[src/rtl/serial_subtractor.sv]
// Bit-serial unsigned subtractor: diff = a - b, one bit per clock, LSB first,
// through a single full-subtractor cell with a registered borrow.
module serial_subtractor #(
    parameter int unsigned WIDTH = 8
) (
    input  logic             clk,
    input  logic             rst_n,
    input  logic             start,
    input  logic [WIDTH-1:0] a,
    input  logic [WIDTH-1:0] b,
    output logic             busy,
    output logic             done,
    output logic [WIDTH-1:0] diff,
    output logic             borrow
);

    localparam int unsigned CW = $clog2(WIDTH);

    typedef enum logic [1:0] {
        IDLE,
        SHIFT,
        DONE
    } state_t;

    state_t           state, state_d;
    logic [WIDTH-1:0] sa, sa_d;
    logic [WIDTH-1:0] sb, sb_d;
    logic [WIDTH-1:0] res, res_d;
    logic             bf, bf_d;
    logic [CW-1:0]    cnt, cnt_d;
    logic             busy_d, done_d, borrow_d;
    logic [WIDTH-1:0] diff_d;

    // Full-subtractor cell on the current LSBs
    logic a0, b0, d_c, bo_c;
    assign a0   = sa[0];
    assign b0   = sb[0];
    assign d_c  = a0 ^ b0 ^ bf;
    assign bo_c = (~a0 & b0) | (~(a0 ^ b0) & bf);

    always_ff @(posedge clk or negedge rst_n) begin
        if (!rst_n) begin
            state  <= IDLE;
            sa     <= '0;
            sb     <= '0;
            res    <= '0;
            bf     <= 1'b0;
            cnt    <= '0;
            busy   <= 1'b0;
            done   <= 1'b0;
            diff   <= '0;
            borrow <= 1'b0;
        end else begin
            state  <= state_d;
            sa     <= sa_d;
            sb     <= sb_d;
            res    <= res_d;
            bf     <= bf_d;
            cnt    <= cnt_d;
            busy   <= busy_d;
            done   <= done_d;
            diff   <= diff_d;
            borrow <= borrow_d;
        end
    end

    always_comb begin
        state_d  = state;
        sa_d     = sa;
        sb_d     = sb;
        res_d    = res;
        bf_d     = bf;
        cnt_d    = cnt;
        busy_d   = busy;
        done_d   = 1'b0;
        diff_d   = diff;
        borrow_d = borrow;

        case (state)
            IDLE: begin
                if (start) begin
                    sa_d    = a;
                    sb_d    = b;
                    bf_d    = 1'b0;
                    cnt_d   = '0;
                    busy_d  = 1'b1;
                    state_d = SHIFT;
                end
            end
            SHIFT: begin
                res_d = {d_c, res[WIDTH-1:1]};
                sa_d  = {1'b0, sa[WIDTH-1:1]};
                sb_d  = {1'b0, sb[WIDTH-1:1]};
                bf_d  = bo_c;
                cnt_d = cnt + CW'(1);
                // Last bit: publish result; diff/borrow stay frozen otherwise
                if (cnt == CW'(WIDTH - 1)) begin
                    diff_d   = res_d;
                    borrow_d = bo_c;
                    busy_d   = 1'b0;
                    done_d   = 1'b1;
                    state_d  = DONE;
                end
            end
            DONE: begin
                state_d = IDLE;
            end
            default: begin
                state_d = IDLE;
            end
        endcase
    end

endmodule

[config.mk]
export PLATFORM = sky130hd
export DESIGN_NAME = serial_subtractor
export DESIGN_NICKNAME = d
export VERILOG_FILES = /design/src/rtl/serial_subtractor.sv
export SDC_FILE = /design/constraint.sdc
export NUM_CORES = 1
export LEC_CHECK = 0
export ABC_AREA = 1
export CAP_MARGIN = 20
export CORE_UTILIZATION = 25
export CTS_CLUSTER_DIAMETER = 30
export CTS_CLUSTER_SIZE = 40
export DETAILED_ROUTE_END_ITERATION = 8
export GPL_TIMING_DRIVEN = 0
export PLACE_DENSITY = 0.46
export RECOVER_POWER = 25
export SETUP_SLACK_MARGIN = 0.05
export SLEW_MARGIN = 20
export SYNTH_ARGS = -nofsm -noshare
export SYNTH_HDL_FRONTEND = slang
export SYNTH_SLANG_ARGS = --single-unit
[constraint.sdc]
create_clock -name clk -period 3.01 [get_ports clk]
set_input_delay 0.602 -clock clk [delete_from_list [all_inputs] [get_ports clk]]
set_output_delay 0.602 -clock clk [all_outputs]
set_load 0.01 [all_outputs]
# Yosys cells after proc, flatten, opt, wreduce, memory -nomap -nowiden
# Index checks and enable logic that the tools add are counted.
# totals
mem_bits_rw	0
latchBits	0
input_bits	19
n_memories	0
romBits	0
word_cells	44
register_bits	41
# op_classes
n_bitwise	7
n_reduce_logical	6
magnitude_cmp	0
n_eq_ne	4
n_mux	16
div	0
multipliers	0
n_shift	0
add_sub_neg	1
# ops
op	count
8-bit one-hot mux with 2 select lines	2
8-bit two-way mux	2
3-bit one-hot mux with 2 select lines	1
2-bit AND reduction	3
1-bit two-way mux	5
2-bit two-way mux	2
2-bit inequality test, second input constant	2
1-bit one-hot mux with 2 select lines	2
2-bit one-hot mux with 2 select lines	1
3-bit by 1-bit adder with 3-bit output, second input constant	1
3-bit equality test, second input constant	1
3-bit two-way mux	1
3-bit AND reduction	1
1-bit bitwise AND	2
2-bit by 1-bit equality test with 1-bit output, second input constant	1
2-bit zero test	1
1-bit inverter	2
2-bit nonzero test	1
1-bit XOR	2
1-bit bitwise OR	1

# Depth between registers and ports, before layout
# Gate-level depths: netlist of the first run.
# depth
ltp_word	5
depth_mapped	7
depth_no_buf	6

# Least setup slack after synthesis of the first run
# No wires, ideal clock.
# synth_timing
path_kind	flip-flop to flip-flop
from	reg cnt[0]
to	reg diff[0]
period_less_slack_ns	1.217
setup_time_ns	0.116
path_stages_with_launch	8
n_path_buf	1
arrival_ns	1.100
slack_ns	1.793
required_time_ns	2.894
path_cell_list	dfrtp_1 -> ha_1 -> ha_1 -> nand3_4 -> buf_6 -> inv_2 -> nand2_1 -> nand2_1
# synth_between
elab_chain_len	2
# synth_rtl
element	line	source
start: declaration	30	logic [CW-1:0] cnt, cnt_d;
start signal: assignment	59	cnt <= cnt_d;
3-bit equality test	97	if (cnt == CW'(WIDTH - 1)) begin
2-bit AND reduction (no source line)	--	
end signal: assignment	62	diff <= diff_d;
end: declaration	13	output logic [WIDTH-1:0] diff,
# No other way between the ends.
# A chain may end at the register's enable or synchronous reset.

# Final worst setup path of the first run
# layout_timing
from	reg diff[7]
to	out diff[7]
# No word-level cell between the ends.

==> metrics, run 1 <==
count of buffer and inverter cells on the critical path 1; number of cell rows 30; total die area 0.00754 mm^2; CTS H-tree depth 2; compound-cell area share of the yosys netlist 5.49%; CP Max Fanout 2; setup repair after global routing missed its margin false; final design instance area without fill 0.00232 mm^2; adder and majority gate portion of the synthesized area 2.50%; dominant cells by area after synthesis sky130_fd_sc_hd__dfrtp_1 56%, sky130_fd_sc_hd__nand2_1 21%, sky130_fd_sc_hd__nand3_1 5.0%; Post-Synth XOR/XNOR Area 0%; post-synthesis simple-gate area fraction 27.9%; Pleak 1.17 nW; detail-routed via count per cell 4.11; f_max 554 MHz; number of antenna diodes 0; Worst Max-Slew Pin Slew 862 ps; CTS-repair resized insts 0; signal arrival time at the worst endpoint 1200 ps; Crit Path Class reg -> out; portion of the post-synthesis area used by sequential elements 55.6%; largest family of logic cells by synthesized area simple AND/OR/NAND/NOR gates; count of boundary I/O pins 30; Ys Warns 0; antenna violations before repair 0; total setup violations reported at the end of the flow 0; crit path time final 1800 ps; horizontal die dimension 86.8 um; Final Net Count 267; Mapped Cells 208; Total Negative Setup Slacks 0 ps; tightest slew margin relative to the limit 42.5%; area delta synth->final 28.9%; series of cell instances along the critical path clkdlybuf4s50_1; M1 wire length 1.99 mm; post-synthesis net count 230; Max Cap Viol 0; worst IR drop on VDD 0.292 mV; Met2 Routed Length 1.65 mm; area share of the largest cell type after synthesis 55.6%; Startpoint Class register; number of stages on the worst setup path 1; count of antenna-violating nets left after detailed routing 0; buffer levels on the longest clock path 2; placeable core region 0.00687 mm^2; HPWL after detailed placement 2.63 mm; uppermost layer routed met4; outcome complete, no violations; total DRC errors in the routed layout 0; largest net degree at the start of global routing 27; Final period util 60.0%; summed instance area of the synthesized netlist 0.00180 mm^2; initial cell density of the core 26.2%; post-detailed-route wirelength per cell 11.2 um; height of the die 86.8 um; routability cong. 0.733; fraction of final layout cells with drive strength greater than 1 10.6%; global-route congestion overflow total 0; family with the most delay on the worst path buffers and inverters; drt pass-1 iters 4; count of different cell masters after synthesis 17; global-route wire length before repair 6.71 mm; top cell type by total area after synthesis sky130_fd_sc_hd__dfrtp_1; Detail Route met3 WL 151 um; vias in the first global route 1421; Worst Path Required 2410 ps; routed wire length 3.85 mm; post-CTS setup repair buffer count 0; final-report max-slew violation count 0; count of cells along the worst register-to-register path 7; capturing element type of the critical path output port; post-route clock skew 10.3 ps; root buffer cell sky130_fd_sc_hd__clkbuf_8; number of buffers inserted by port buffering 29; power density over the cells 948 mW/mm^2; TritonCTS buffer count 5; detailed router's first-iteration violation count 80; Via Count 1404; peak per-stage delay on the critical path 540 ps; total placed instance area 0.00222 mm^2; count of state elements after synthesis 40; TritonCTS sink count 40; average instance area after synthesis 8.65 um^2; Clock transition at path regs 80 ps; source-to-sink clock delay at the later pin of the worst-skew pair 300 ps; hold bufs inserted after CTS 0; number of hold violations in the final report 0; total routing resource utilization after global routing 11.9%; critical-path cell with the highest stage delay sky130_fd_sc_hd__clkdlybuf4s50_1; TritonCTS clock tree yes; worst min path class in -> async; multiplexer area fraction after synthesis 0%
[cells in the mapped netlist]
| master | n |
|---|---|
| sky130_fd_sc_hd__inv_4 | 1 |
| sky130_fd_sc_hd__buf_2 | 3 |
| sky130_fd_sc_hd__ha_1 | 2 |
| sky130_fd_sc_hd__inv_2 | 2 |
| sky130_fd_sc_hd__fa_1 | 1 |
| sky130_fd_sc_hd__o21ai_0 | 15 |
| sky130_fd_sc_hd__o21ai_2 | 1 |
| sky130_fd_sc_hd__nor2_1 | 1 |
| sky130_fd_sc_hd__nand3_1 | 18 |
| sky130_fd_sc_hd__nand3_4 | 1 |
| sky130_fd_sc_hd__nand2_1 | 101 |
| sky130_fd_sc_hd__buf_4 | 1 |
| sky130_fd_sc_hd__nand2_4 | 1 |
| sky130_fd_sc_hd__buf_6 | 7 |
| sky130_fd_sc_hd__dfrtp_1 | 40 |
| sky130_fd_sc_hd__inv_1 | 10 |
| sky130_fd_sc_hd__o21ai_1 | 3 |
[placed cells by master, fill, tap and decap left out, types with 2 or more instances in the layout]
cell and n:
sky130_fd_sc_hd__buf_2 3, sky130_fd_sc_hd__buf_6 7, sky130_fd_sc_hd__clkbuf_8 6, sky130_fd_sc_hd__clkdlybuf4s50_1 28
sky130_fd_sc_hd__dfrtp_1 40, sky130_fd_sc_hd__ha_1 2, sky130_fd_sc_hd__inv_1 10, sky130_fd_sc_hd__inv_2 2
sky130_fd_sc_hd__nand2_1 101, sky130_fd_sc_hd__nand3_1 18, sky130_fd_sc_hd__o21ai_0 15, sky130_fd_sc_hd__o21ai_1 3
[logic make-up (layout without fill, tap and decap cells)]
family,Yosys count,count (layout)
compound gates,19,19
fa+ha+maj,3,3
flops,40,40
buf+inv,24,62
simple gates,122,122
[through the flow]
stage / worst slack [ps] / hold WS (ps) / power [mW] / std cells / util (%)
after floorplan: 1790 / 306 / 1.51 / 208 / -
after global placement: 204 / 458 / 1.84 / 333 / 32.2
after detailed placement: 1190 / 459 / 1.84 / 334 / 32.4
after CTS: 1190 / 213 / 2.24 / 342 / 33.8
after global routing: 1170 / 455 / 2.41 / 342 / 33.8
final: 1210 / 385 / 2.20 / 342 / 33.8
[power breakdown]
part           switching (mW)  total (mW)  internal [mW]
logic                   0.508       0.930          0.421
registers               0.117       0.885          0.768
clock network           0.197       0.384          0.187
[cell type report]
| cell class | count | area [um^2] |
|---|---|---|
| Fill cell | 748 | 4550 |
| Sequential cell | 40 | 1000 |
| Timing Repair Buffer | 30 | 304 |
| Clock buffer | 6 | 82.6 |
| Multi-Input combinational cell | 144 | 646 |
| Buffer | 11 | 101 |
| Inverter | 13 | 51.3 |
| Clock inverter | 2 | 13.8 |
| Tap cell | 96 | 120 |
[final timing paths]
path / start / slack, ps / end
max: diff[7]$_DFFE_PN0P_ / 1210 / diff[7]
min: rst_n / 380 / diff[6]$_DFFE_PN0P_
max reg2reg: cnt[0]$_DFFE_PN0P_ / 1720 / diff[0]$_DFFE_PN0P_
min reg2reg: sa[7]$_DFFE_PN0P_ / 480 / sa[7]$_DFFE_PN0P_
max in group asynchronous: rst_n / 1990 / sb[2]$_DFFE_PN0P_
min in group clk: sa[7]$_DFFE_PN0P_ / 480 / sa[7]$_DFFE_PN0P_
[layer usage]
layer / track usage, % / up-vias
met3: 2.86 / 7
met5: 0 / -
li1: - / 720
met2: 18.8 / 31
met4: 5.00 / 0
met1: 15.6 / 646
[registers in the layout (all words and copies together), names as in the netlist]
signal	flops
diff	8
sa	8
sb	8
res	7
cnt	3
state	2
bf	1
borrow	1
busy	1
done	1
Note: power is estimated with default switching activity, not from simulation.
==> run 2, diff against run 1 <==
- PLACE_DENSITY: 0.46 -> 0.47
- clock period: 3.01 -> 1.5 ns (I/O delays scaled with it)
==> metrics, run 2 (same netlist as run 1, synthesis figures left out) <==
TritonCTS buffer count 5 (unchanged); Worst R2R Start cnt[0]$_DFFE_PN0P_; largest net degree at the start of global routing 22 (-19%); Startpoint Class register; Crit Path Class reg -> reg; series of cell instances along the critical path ha_1 > ha_1 > nand3_4 > buf_6 > inv_2 > nand2_1 > nand2_1; Max Cap Viol 0 (unchanged); count of antenna-violating nets left after detailed routing 0 (unchanged); source-to-sink clock delay at the later pin of the worst-skew pair 290 ps (about the same); total placed instance area 0.00223 mm^2 (+0.34%); detail-routed via count per cell 4.15 (+1.1%); outcome complete, no violations; register-to-register setup slack 190 ps (-1530 ps); most frequent standard cell in the layout excluding fill and tap cells sky130_fd_sc_hd__nand2_1; root buffer cell sky130_fd_sc_hd__clkbuf_8; worst IR drop on VDD 0.491 mV (+68%); signal arrival time at the worst endpoint 1500 ps (+300 ps); initial cell density of the core 26.2% (unchanged); worst min path class in -> async; routed wire length 3.81 mm (-0.94%); Final Util 34.1% (+0.35 points); Clock transition at path regs 80 ps (about the same); fraction of final layout cells with drive strength greater than 1 10.6% (unchanged); global-route congestion overflow total 0 (unchanged); total routing resource utilization after global routing 11.7% (-0.16 points); buffer levels on the longest clock path 2 (unchanged); drt pass-1 iters 4 (unchanged); number of buffers inserted by port buffering 29 (unchanged); height of the die 86.8 um (unchanged); area delta synth->final 30.3%; global-route wire length before repair 6.72 mm (+0.10%); CP Max Fanout 10 (+8); placeable core region 0.00687 mm^2 (unchanged); final worst slack 187 ps (-1020 ps); number of hold violations in the final report 0 (unchanged); worst hold margin 262 ps (-122 ps); setup repair after global routing missed its margin false; vias in the first global route 1447 (+1.8%); final design instance area without fill 0.00234 mm^2 (+1.0%); post-detailed-route wirelength per cell 11.1 um (-0.94%); Final period util 87.5%; post-route clock skew 6.25 ps (-4.02 ps); total DRC errors in the routed layout 0 (unchanged); total setup violations reported at the end of the flow 0 (unchanged); number of antenna diodes 0 (unchanged); most frequent cells in the layout 101 x sky130_fd_sc_hd__nand2_1, 40 x sky130_fd_sc_hd__dfrtp_1, 18 x sky130_fd_sc_hd__nand3_1, 17 x sky130_fd_sc_hd__clkdlybuf4s50_1, 15 x sky130_fd_sc_hd__o21ai_0; capturing element type of the critical path register; Filler cells 757 (+1.2%); Reg area 0.00100 mm^2 (unchanged); Worst Max-Slew Pin Slew 1260 ps (+394 ps); crit path time final 1310 ps; hold bufs inserted after CTS 0 (unchanged); registers with the most flip-flops diff x8, sa x8, sb x8; count of cells along the worst register-to-register path 7 (unchanged); detailed router's first-iteration violation count 59 (-26%); TritonCTS sink count 40 (unchanged); number of cell rows 30 (unchanged); tightest slew margin relative to the limit 16.3% (-26 points); post-CTS setup repair buffer count 0 (unchanged); total die area 0.00754 mm^2 (unchanged); critical-path cell with the highest stage delay sky130_fd_sc_hd__dfrtp_1; peak per-stage delay on the critical path 400 ps (-140 ps); HPWL after detailed placement 2.68 mm (+2.0%); f_max 762 MHz; destination of the worst register-to-register timing path diff[0]$_DFFE_PN0P_; antenna violations before repair 0 (unchanged); Final Net Count 267 (unchanged); Pleak 1.22 nW (+4.1%); CTS H-tree depth 2 (unchanged); pre-CTS setup slack -28.8 ps (-1220 ps); routability cong. 0.761 (+3.9%); final-report max-slew violation count 0 (unchanged); power density over the cells 1920 mW/mm^2 (+100%); Via Count 1419 (+1.1%); TritonCTS clock tree yes; Total Negative Setup Slacks 0 ps (unchanged); count of boundary I/O pins 30 (unchanged); horizontal die dimension 86.8 um (unchanged); multi-input gate area in the final layout 646 um^2 (unchanged); Worst Path Required 1690 ps (-720 ps)
==> run 2: cell types whose count changed in the layout (fill, tap and decap cells not counted), sizes merged <==
cell,previous run,this run
clkinv,1,0
dlygate4sd2,0,11
bufinv,0,1
inv,14,13
clkbuf,7,8
clkdlybuf4s50,28,17
==> run 2: per-stage QoR <==
step / std cells / power (mW)
3_3_place_gp: 333 / 3.68
6_report: 342 / 4.51
2_1_floorplan: 208 / 3.03
3_5_place_dp: 334 / 3.70
4_1_cts: 342 / 4.60
5_1_grt: 342 / 4.94
==> run 2: power breakdown <==
group | leakage, nW | internal, mW | switching [mW]
registers | 0.506 | 1.54 | 0.236
logic | 0.646 | 0.759 | 1.01
clock network | 0.0645 | 0.587 | 0.368
==> run 2: final cells by class <==
| cell class | count | share of cell area (%) |
|---|---|---|
| flip-flops and latches | 40 | 42.7 |
| multi-input cells | 144 | 27.5 |
| repair buffers | 30 | 12.7 |
| well taps | 96 | 5.13 |
| plain buffers | 11 | 4.32 |
| clock buffers | 7 | 4.11 |
| inverters | 13 | 2.19 |
| clock inverters | 1 | 1.28 |
==> run 2: how the worst max path moves through the flow <==
stage,start,slack [ps],cells after the start,endpoint
2_1_floorplan,cnt[0]$_DFFE_PN0P_,280,7,diff[0]$_DFFE_PN0P_
3_3_place_gp,rst_n,-1000,1,sb[4]$_DFFE_PN0P_
3_5_place_dp,start,-30,6,sb[4]$_DFFE_PN0P_
4_1_cts,cnt[0]$_DFFE_PN0P_,180,7,diff[0]$_DFFE_PN0P_
5_1_grt,cnt[0]$_DFFE_PN0P_,110,7,diff[0]$_DFFE_PN0P_
6_report,cnt[0]$_DFFE_PN0P_,190,7,diff[0]$_DFFE_PN0P_
==> run 2: timing repair <==
item                       4_1_cts  5_1_grt
setup endpoints to repair       11        0
hold endpoints to repair         0        0
resized for setup               11        0
==> run 2: worst max-delay path: cells and delay by family (launching register included) <==
| family | cells | cell delay (ps) |
|---|---|---|
| buffers and inverters | 2 | 180 |
| AND/OR/NAND/NOR | 3 | 190 |
| flip-flops | 1 | 400 |
| adder cells (fa/ha/maj) | 2 | 440 |
==> run 2: per-layer routing <==
layer	share of wire [%]	global-route usage, %	vias up	wire length [um]
li1	-	-	717	-
met1	49	15.3	658	1860
met2	45	18.9	42	1720
met3	5.6	3.52	2	215
met4	0.42	3.18	0	16
met5	0	0	-	0
